**src/rtl/simon_key_rd_arbiter_pkg.sv**
```systemverilog
// Shared constants and the in-flight tag type for the Simon key-memory read path.
package simon_pkg;
  localparam int SIMON_ROUNDS     = 72;
  localparam int SIMON_KEY_W      = 64;
  localparam int SIMON_KEY_ADDR_W = 9;
  localparam int SIMON_KEY_RD_LAT = 2;

  typedef struct packed {
    logic       vld;
    logic [2:0] lane;
    logic       stale;
  } key_tag_t;
endpackage

```
**src/rtl/simon_key_rd_arbiter_rr.sv**
```systemverilog
// Generic round-robin arbiter: grants the first requester at or after the
// pointer and advances the pointer past the winner.
module simon_rr_arbiter #(
  parameter int NUM_REQ = 4,
  parameter int IDX_W   = (NUM_REQ > 1) ? $clog2(NUM_REQ) : 1
) (
  input  logic               clk,
  input  logic               rst,
  input  logic [NUM_REQ-1:0] req_i,
  output logic [NUM_REQ-1:0] gnt_o,
  output logic [IDX_W-1:0]   gnt_idx_o,
  output logic               gnt_vld_o
);
  logic [IDX_W-1:0] ptr_q, ptr_d;

  // Scan from farthest to nearest so the nearest match is written last.
  always_comb begin
    gnt_vld_o = 1'b0;
    gnt_idx_o = '0;
    for (int k = NUM_REQ - 1; k >= 0; k--) begin
      if (req_i[IDX_W'((int'(ptr_q) + k) % NUM_REQ)]) begin
        gnt_vld_o = 1'b1;
        gnt_idx_o = IDX_W'((int'(ptr_q) + k) % NUM_REQ);
      end
    end
  end

  always_comb begin
    gnt_o = '0;
    if (gnt_vld_o) gnt_o[gnt_idx_o] = 1'b1;
  end

  always_comb begin
    ptr_d = ptr_q;
    if (gnt_vld_o)
      ptr_d = (gnt_idx_o == IDX_W'(NUM_REQ - 1)) ? '0 : gnt_idx_o + 1'b1;
  end

  always_ff @(posedge clk) begin
    if (rst) ptr_q <= '0;
    else     ptr_q <= ptr_d;
  end
endmodule

```
**src/rtl/simon_key_rd_arbiter.sv**
```systemverilog
// Shares the round-key memory read port among NUM_REQ cipher lanes and routes
// each returned subkey back to its requester. Define SIMON_KEY_ARB_ADDR_CHECK_EN
// to turn out-of-range addresses into error responses instead of reads.
module simon_key_rd_arbiter
  import simon_pkg::*;
#(
  parameter int NUM_REQ    = 4,
  parameter int RD_LAT     = SIMON_KEY_RD_LAT,
  parameter int NUM_ROUNDS = SIMON_ROUNDS
) (
  input  logic                                clk,
  input  logic                                rst,
  input  logic                                key_compute_start,
  input  logic                                key_mem_full,
  output logic                                keys_valid,
  input  logic [NUM_REQ-1:0]                  req_vld,
  input  logic [NUM_REQ*SIMON_KEY_ADDR_W-1:0] req_addr,
  output logic [NUM_REQ-1:0]                  req_rdy,
  output logic [NUM_REQ-1:0]                  rsp_vld,
  output logic [SIMON_KEY_W-1:0]              rsp_data,
  output logic                                rsp_err,
  output logic                                key_rd_en,
  output logic [SIMON_KEY_ADDR_W-1:0]         key_addr,
  input  logic [SIMON_KEY_W-1:0]              key_data,
  input  logic                                key_data_vld
);
  localparam int IDX_W = (NUM_REQ > 1) ? $clog2(NUM_REQ) : 1;
  localparam int AW    = SIMON_KEY_ADDR_W;

  if (NUM_REQ < 2 || NUM_REQ > 8 || RD_LAT < 1 || NUM_ROUNDS > (1 << AW)) begin : g_bad_cfg
    $error("simon_key_rd_arbiter: unsupported parameter set");
  end

  logic                   keys_valid_q;
  logic [NUM_REQ-1:0]     req_masked, gnt;
  logic [IDX_W-1:0]       gnt_idx;
  logic                   hs;
  logic [AW-1:0]          gnt_addr;
  logic                   addr_ok;

  logic                   key_rd_en_q;
  logic [AW-1:0]          key_addr_q;
  logic                   iss_vld_q, iss_dmy_q;
  logic [2:0]             iss_lane_q;

  key_tag_t               tag_q [RD_LAT];
  logic [RD_LAT-1:0]      dmy_q;
  key_tag_t               head;
  logic                   head_dmy;

  logic                   fire_real, fire_dmy, fire;
  logic [NUM_REQ-1:0]     rsp_vld_d, rsp_vld_q;
  logic [SIMON_KEY_W-1:0] rsp_data_q;
  logic                   rsp_err_q;
  logic [RD_LAT-1:0]      rst_hist_q;

  // Key validity: restart beats completion when both arrive together.
  always_ff @(posedge clk) begin
    if (rst)                    keys_valid_q <= 1'b0;
    else if (key_compute_start) keys_valid_q <= 1'b0;
    else if (key_mem_full)      keys_valid_q <= 1'b1;
  end

  assign req_masked = req_vld & {NUM_REQ{keys_valid_q & ~key_compute_start}};

  simon_rr_arbiter #(.NUM_REQ(NUM_REQ), .IDX_W(IDX_W)) u_rr (
    .clk       (clk),
    .rst       (rst),
    .req_i     (req_masked),
    .gnt_o     (gnt),
    .gnt_idx_o (gnt_idx),
    .gnt_vld_o (hs)
  );

  assign gnt_addr = req_addr[gnt_idx*AW +: AW];

`ifdef SIMON_KEY_ARB_ADDR_CHECK_EN
  assign addr_ok = (gnt_addr < AW'(NUM_ROUNDS));
`else
  assign addr_ok = 1'b1;
`endif

  // Issue stage: one registered read per handshake; rejected addresses become dummies.
  always_ff @(posedge clk) begin
    if (rst) begin
      key_rd_en_q <= 1'b0;
      key_addr_q  <= '0;
      iss_vld_q   <= 1'b0;
      iss_dmy_q   <= 1'b0;
      iss_lane_q  <= '0;
    end else begin
      key_rd_en_q <= hs & addr_ok;
      iss_vld_q   <= hs;
      iss_dmy_q   <= hs & ~addr_ok;
      if (hs) begin
        iss_lane_q <= 3'(gnt_idx);
        if (addr_ok) key_addr_q <= gnt_addr;
      end
    end
  end

  // Tags enter while the read is on the port, so the last stage lines up with returned data.
  always_ff @(posedge clk) begin
    if (rst) begin
      for (int i = 0; i < RD_LAT; i++) tag_q[i] <= '0;
      dmy_q <= '0;
    end else begin
      tag_q[0] <= '{vld: iss_vld_q, lane: iss_lane_q, stale: key_compute_start};
      dmy_q[0] <= iss_dmy_q;
      for (int i = 1; i < RD_LAT; i++) begin
        tag_q[i] <= '{vld:   tag_q[i-1].vld,
                      lane:  tag_q[i-1].lane,
                      stale: tag_q[i-1].stale | key_compute_start};
        dmy_q[i] <= dmy_q[i-1];
      end
    end
  end

  assign head      = tag_q[RD_LAT-1];
  assign head_dmy  = dmy_q[RD_LAT-1];
  assign fire_real = head.vld & ~head_dmy & key_data_vld;
  assign fire_dmy  = head.vld & head_dmy;
  assign fire      = fire_real | fire_dmy;

  always_comb begin
    rsp_vld_d = '0;
    for (int i = 0; i < NUM_REQ; i++)
      rsp_vld_d[i] = fire && (head.lane == 3'(i));
  end

  always_ff @(posedge clk) begin
    if (rst) begin
      rsp_vld_q  <= '0;
      rsp_data_q <= '0;
      rsp_err_q  <= 1'b0;
    end else begin
      rsp_vld_q <= rsp_vld_d;
      rsp_err_q <= fire & (head.stale | head_dmy | key_compute_start);
      if (fire_dmy)       rsp_data_q <= '0;
      else if (fire_real) rsp_data_q <= key_data;
    end
  end

  // Reads launched just before a reset still return; don't flag those as protocol errors.
  always_ff @(posedge clk) begin
    rst_hist_q <= (rst_hist_q << 1) | RD_LAT'(rst);
  end

  always_ff @(posedge clk) begin
    if (!rst && rst_hist_q == '0)
      assert (key_data_vld == (head.vld && !head_dmy));
  end

  assign keys_valid = keys_valid_q;
  assign req_rdy    = gnt;
  assign key_rd_en  = key_rd_en_q;
  assign key_addr   = key_addr_q;
  assign rsp_vld    = rsp_vld_q;
  assign rsp_data   = rsp_data_q;
  assign rsp_err    = rsp_err_q;
endmodule

```
**config.mk**
```make
export PLATFORM = sky130hd
export DESIGN_NAME = simon_key_rd_arbiter
export DESIGN_NICKNAME = d
export VERILOG_FILES = /design/src/rtl/simon_key_rd_arbiter_pkg.sv /design/src/rtl/simon_key_rd_arbiter_rr.sv /design/src/rtl/simon_key_rd_arbiter.sv
export SDC_FILE = /design/constraint.sdc
export NUM_CORES = 1
export LEC_CHECK = 0
export ABC_AREA = 1
export CAP_MARGIN = 5
export CELL_PAD_IN_SITES_DETAIL_PLACEMENT = 1
export CELL_PAD_IN_SITES_GLOBAL_PLACEMENT = 1
export CORE_MARGIN = 3
export CORE_UTILIZATION = 27
export DETAILED_ROUTE_END_ITERATION = 10
export GPL_TIMING_DRIVEN = 0
export PLACE_DENSITY = 0.83
export SYNTH_ARGS = -nofsm -noshare
export SYNTH_HDL_FRONTEND = slang
export SYNTH_SLANG_ARGS = --single-unit
export TNS_END_PERCENT = 20
```
**constraint.sdc**
```tcl
create_clock -name clk -period 2.35 [get_ports clk]
set_clock_uncertainty 0.05 [all_clocks]
set_input_delay 0.47 -clock clk [delete_from_list [all_inputs] [get_ports clk]]
set_output_delay 0.47 -clock clk [all_outputs]
set_load 0.02 [all_outputs]
```
==> summary.txt <==
Run status
  – Outcome: finished, violations left
  – Failing checks: setup timing

Logic synthesis
  – Syn Area/Cell: 6.95 µm²
  – Mapped Area: 3800 µm²
  – Synth unique cells: 20
  – Syn nets: 656
  – Synth Instances: 547
  – Yosys Warn Count: 0
  – Yosys reg bits: 92
  – Sequential area share after synthesis: 0.484

CTS
  – Reg clk slew, reported paths: 0.06 ns
  – Hold_buf cts: 0
  – Clock Sink Count: 92
  – Latest clock arrival within the worst-skew pair: 0.34 ns
  – CTS root buffer: clkbuf_16
  – H-tree levels: 3
  – Clk buf depth: 2
  – Number of CTS-inserted buffers: 9
  – CTS tree: done

Setup path
  – Reg-to-Reg End: key_addr[5]
  – Crit Path Class: reg2out
  – CP max stage cell: dfxtp_4
  – Crit-path cells: nand3_2, nand2_2, nand2_1, nand2_1, nand2_2, nand4_1, clkbuf_8, inv_1, nor3_2, buf_4
  – Startpoint class of the critical path: flip-flop
  – Arrival @ worst endpoint: 2.01 ns
  – Crit-path max FO: 5
  – CP Capture Type: output port
  – CP peak stage delay: 0.40 ns
  – Worst endpoint required time: 1.83 ns
  – Worst r2r src: keys_valid
  – Reg2reg path depth: 17
  – FF-to-FF setup slack: 0.26 ns

STA
  – Crit path time final: 2.53 ns
  – Setup TNS: -0.583 ns
  – Final Hold Viols: 0
  – Relative slew slack: 0.612
  – Tcrit/Tclk final: 1.08
  – Final setup viols: 4
  – RSZ-0062 raised after global routing: yes
  – Fin worst setup slack: -0.184 ns
  – Max-slew violation count: 0
  – Actual slew at the worst max-slew pin: 0.582 ns
  – Hold_ws: 0.332 ns
  – Fmax: 0.395 GHz

Floorplan
  – Die height: 125 µm
  – Core ar.: 13500 µm²
  – Die Width: 125 µm
  – Num rows: 42
  – Num ports: 193
  – Initial Util: 0.282
  – Die area: 15500 µm²

Route
  – DR iter-0 viols: 157
  – Detailed Routing Iterations Pass 1: 4
  – Via density: 4.61
  – Final wirelength: 14900 µm
  – DRC violations left: 0
  – Post-route ant nets: 0
  – Routed via count: 4361
  – WL/cell: 15.7 µm

Worst hold path
  – Hold WC Path Type: in2reg
  – Hold EP: keys_valid
  – HP Start: key_compute_start
  – Worst Hold Depth: 2

Global routing
  – Initial antenna violation count: 0
  – Largest net degree at the start of global routing: 17
  – First-pass GRT wire length: 23700 µm
  – Vias in the first global route: 4608
  – Overflow after GRT: 0
  – Gr usage total: 0.189

Placement
  – Dpl hpwl: 11100 µm
  – Dpl cells: 915
  – RD Place Congestion: 0.819
  – Port buffer count: 192

Cells and area
  – Nets: 875
  – Non-Filler Instances: 947
  – Commonest cells after routing, fill and taps aside: clkdlybuf4s50_1, nor2_1, dfxtp_1, o21ai_0, inv_1
  – Area delta synth->final: 73.7%
  – N_diodes: 0
  – Share of layout cells above drive strength 1: 0.114
  – Most common cell after layout, fill and taps aside: clkdlybuf4s50_1

Run
  – Max-cap violations: 0

Power
  – Cell leakage power: 0.00278 µW
  – Max VDD drop: 442 µV
  – PwrDens: 1090 nW/µm²
repair_timing:
action / 4_1_cts / 5_1_grt
cloned: 0 / 0
hold endpoints to repair: 0 / 0
pin swaps: 18 / 6
endpoints found under the setup margin: 5 / 4
buffers inserted: 14 / 3
resized for setup: 78 / 16
layout make-up:
type,instances,area (µm²)
Tap cell,176,220
Timing Repair Buffer,209,2040
Clock inverter,7,98.8
Clock buffer,9,225
Inverter,76,305
Buffer,30,159
Fill cell,1627,6900
Sequential cell,92,1850
Multi-Input combinational cell,348,1700
kinds of logic after synthesis:
group / Yosys count / share of synthesized area
DFF: 92 / 0.484
AOI/OAI and AO/OA: 80 / 0.109
and+or+nand+nor: 268 / 0.295
buffers and inverters: 107 / 0.112
metal layers:
layer,routed length (µm),up-vias,GRT usage,part of all wire
li1,-,2143,-,-
met1,5920,2026,0.211,0.40
met2,7550,159,0.334,0.51
met3,967,33,0.0506,0.065
met4,428,0,0.0864,0.029
met5,0,-,0,0
Yosys cell counts (all sizes together):
master,n,area share
nand4,2,0.0033
nor3,6,0.0079
clkbuf,25,0.025
nor2,141,0.14
inv,76,0.075
dfxtp,92,0.48
a211oi,1,0.0020
o21ai,74,0.097
nand2,62,0.068
buf,6,0.012
a21oi,5,0.0095
nand3,57,0.076
worst max-delay path, delay by kind of cell (launching register included):
kind / cells / cell delay (ns)
buffers and inverters: 3 / 0.40
and+or+nand+nor: 7 / 0.87
DFF: 1 / 0.40
report_power, final:
part / switching, µW / internal [µW] / leakage, µW
sequential: 134 / 1780 / 0.000751
clock: 625 / 937 / 0.000150
combinational: 2110 / 1590 / 0.00188
total: 2870 / 4310 / 0.00278
worst max-delay path by stage:
stage / slack [ns] / startpoint / depth (start not counted) / endpoint
global placement: -1.14 / key_compute_start / 12 / req_rdy[0]
detailed placement: -1.19 / key_compute_start / 12 / req_rdy[0]
CTS: -0.18 / u_rr.ptr_q[0] / 14 / req_rdy[0]
floorplan: 0.09 / key_compute_start / 12 / req_rdy[0]
finish: -0.18 / keys_valid / 10 / req_rdy[0]
global route: -0.27 / u_rr.ptr_q[0] / 12 / req_rdy[1]
metrics by stage:
| step | worst slack (ns) | util | cell area (µm²) | power [µW] |
|---|---|---|---|---|
| 6_report | -0.184 | 0.489 | 6610 | 7180 |
| 5_1_grt | -0.269 | 0.489 | 6610 | 7670 |
| 4_1_cts | -0.181 | 0.482 | 6500 | 7080 |
| 3_5_place_dp | -1.19 | 0.441 | 5950 | 5060 |
| 3_3_place_gp | -1.14 | 0.441 | 5950 | 4940 |
| 2_1_floorplan | 0.0916 | - | 3810 | 3890 |
flip-flops by register name (all words and copies together), names as in the netlist:
register	flops
iss_lane_q	2
iss_vld_q	1
key_addr	9
keys_valid	1
rsp_data	64
rsp_err	1
rsp_vld	4
tag_q	8
u_rr.ptr_q	2
(Power assumes the default switching activity.)
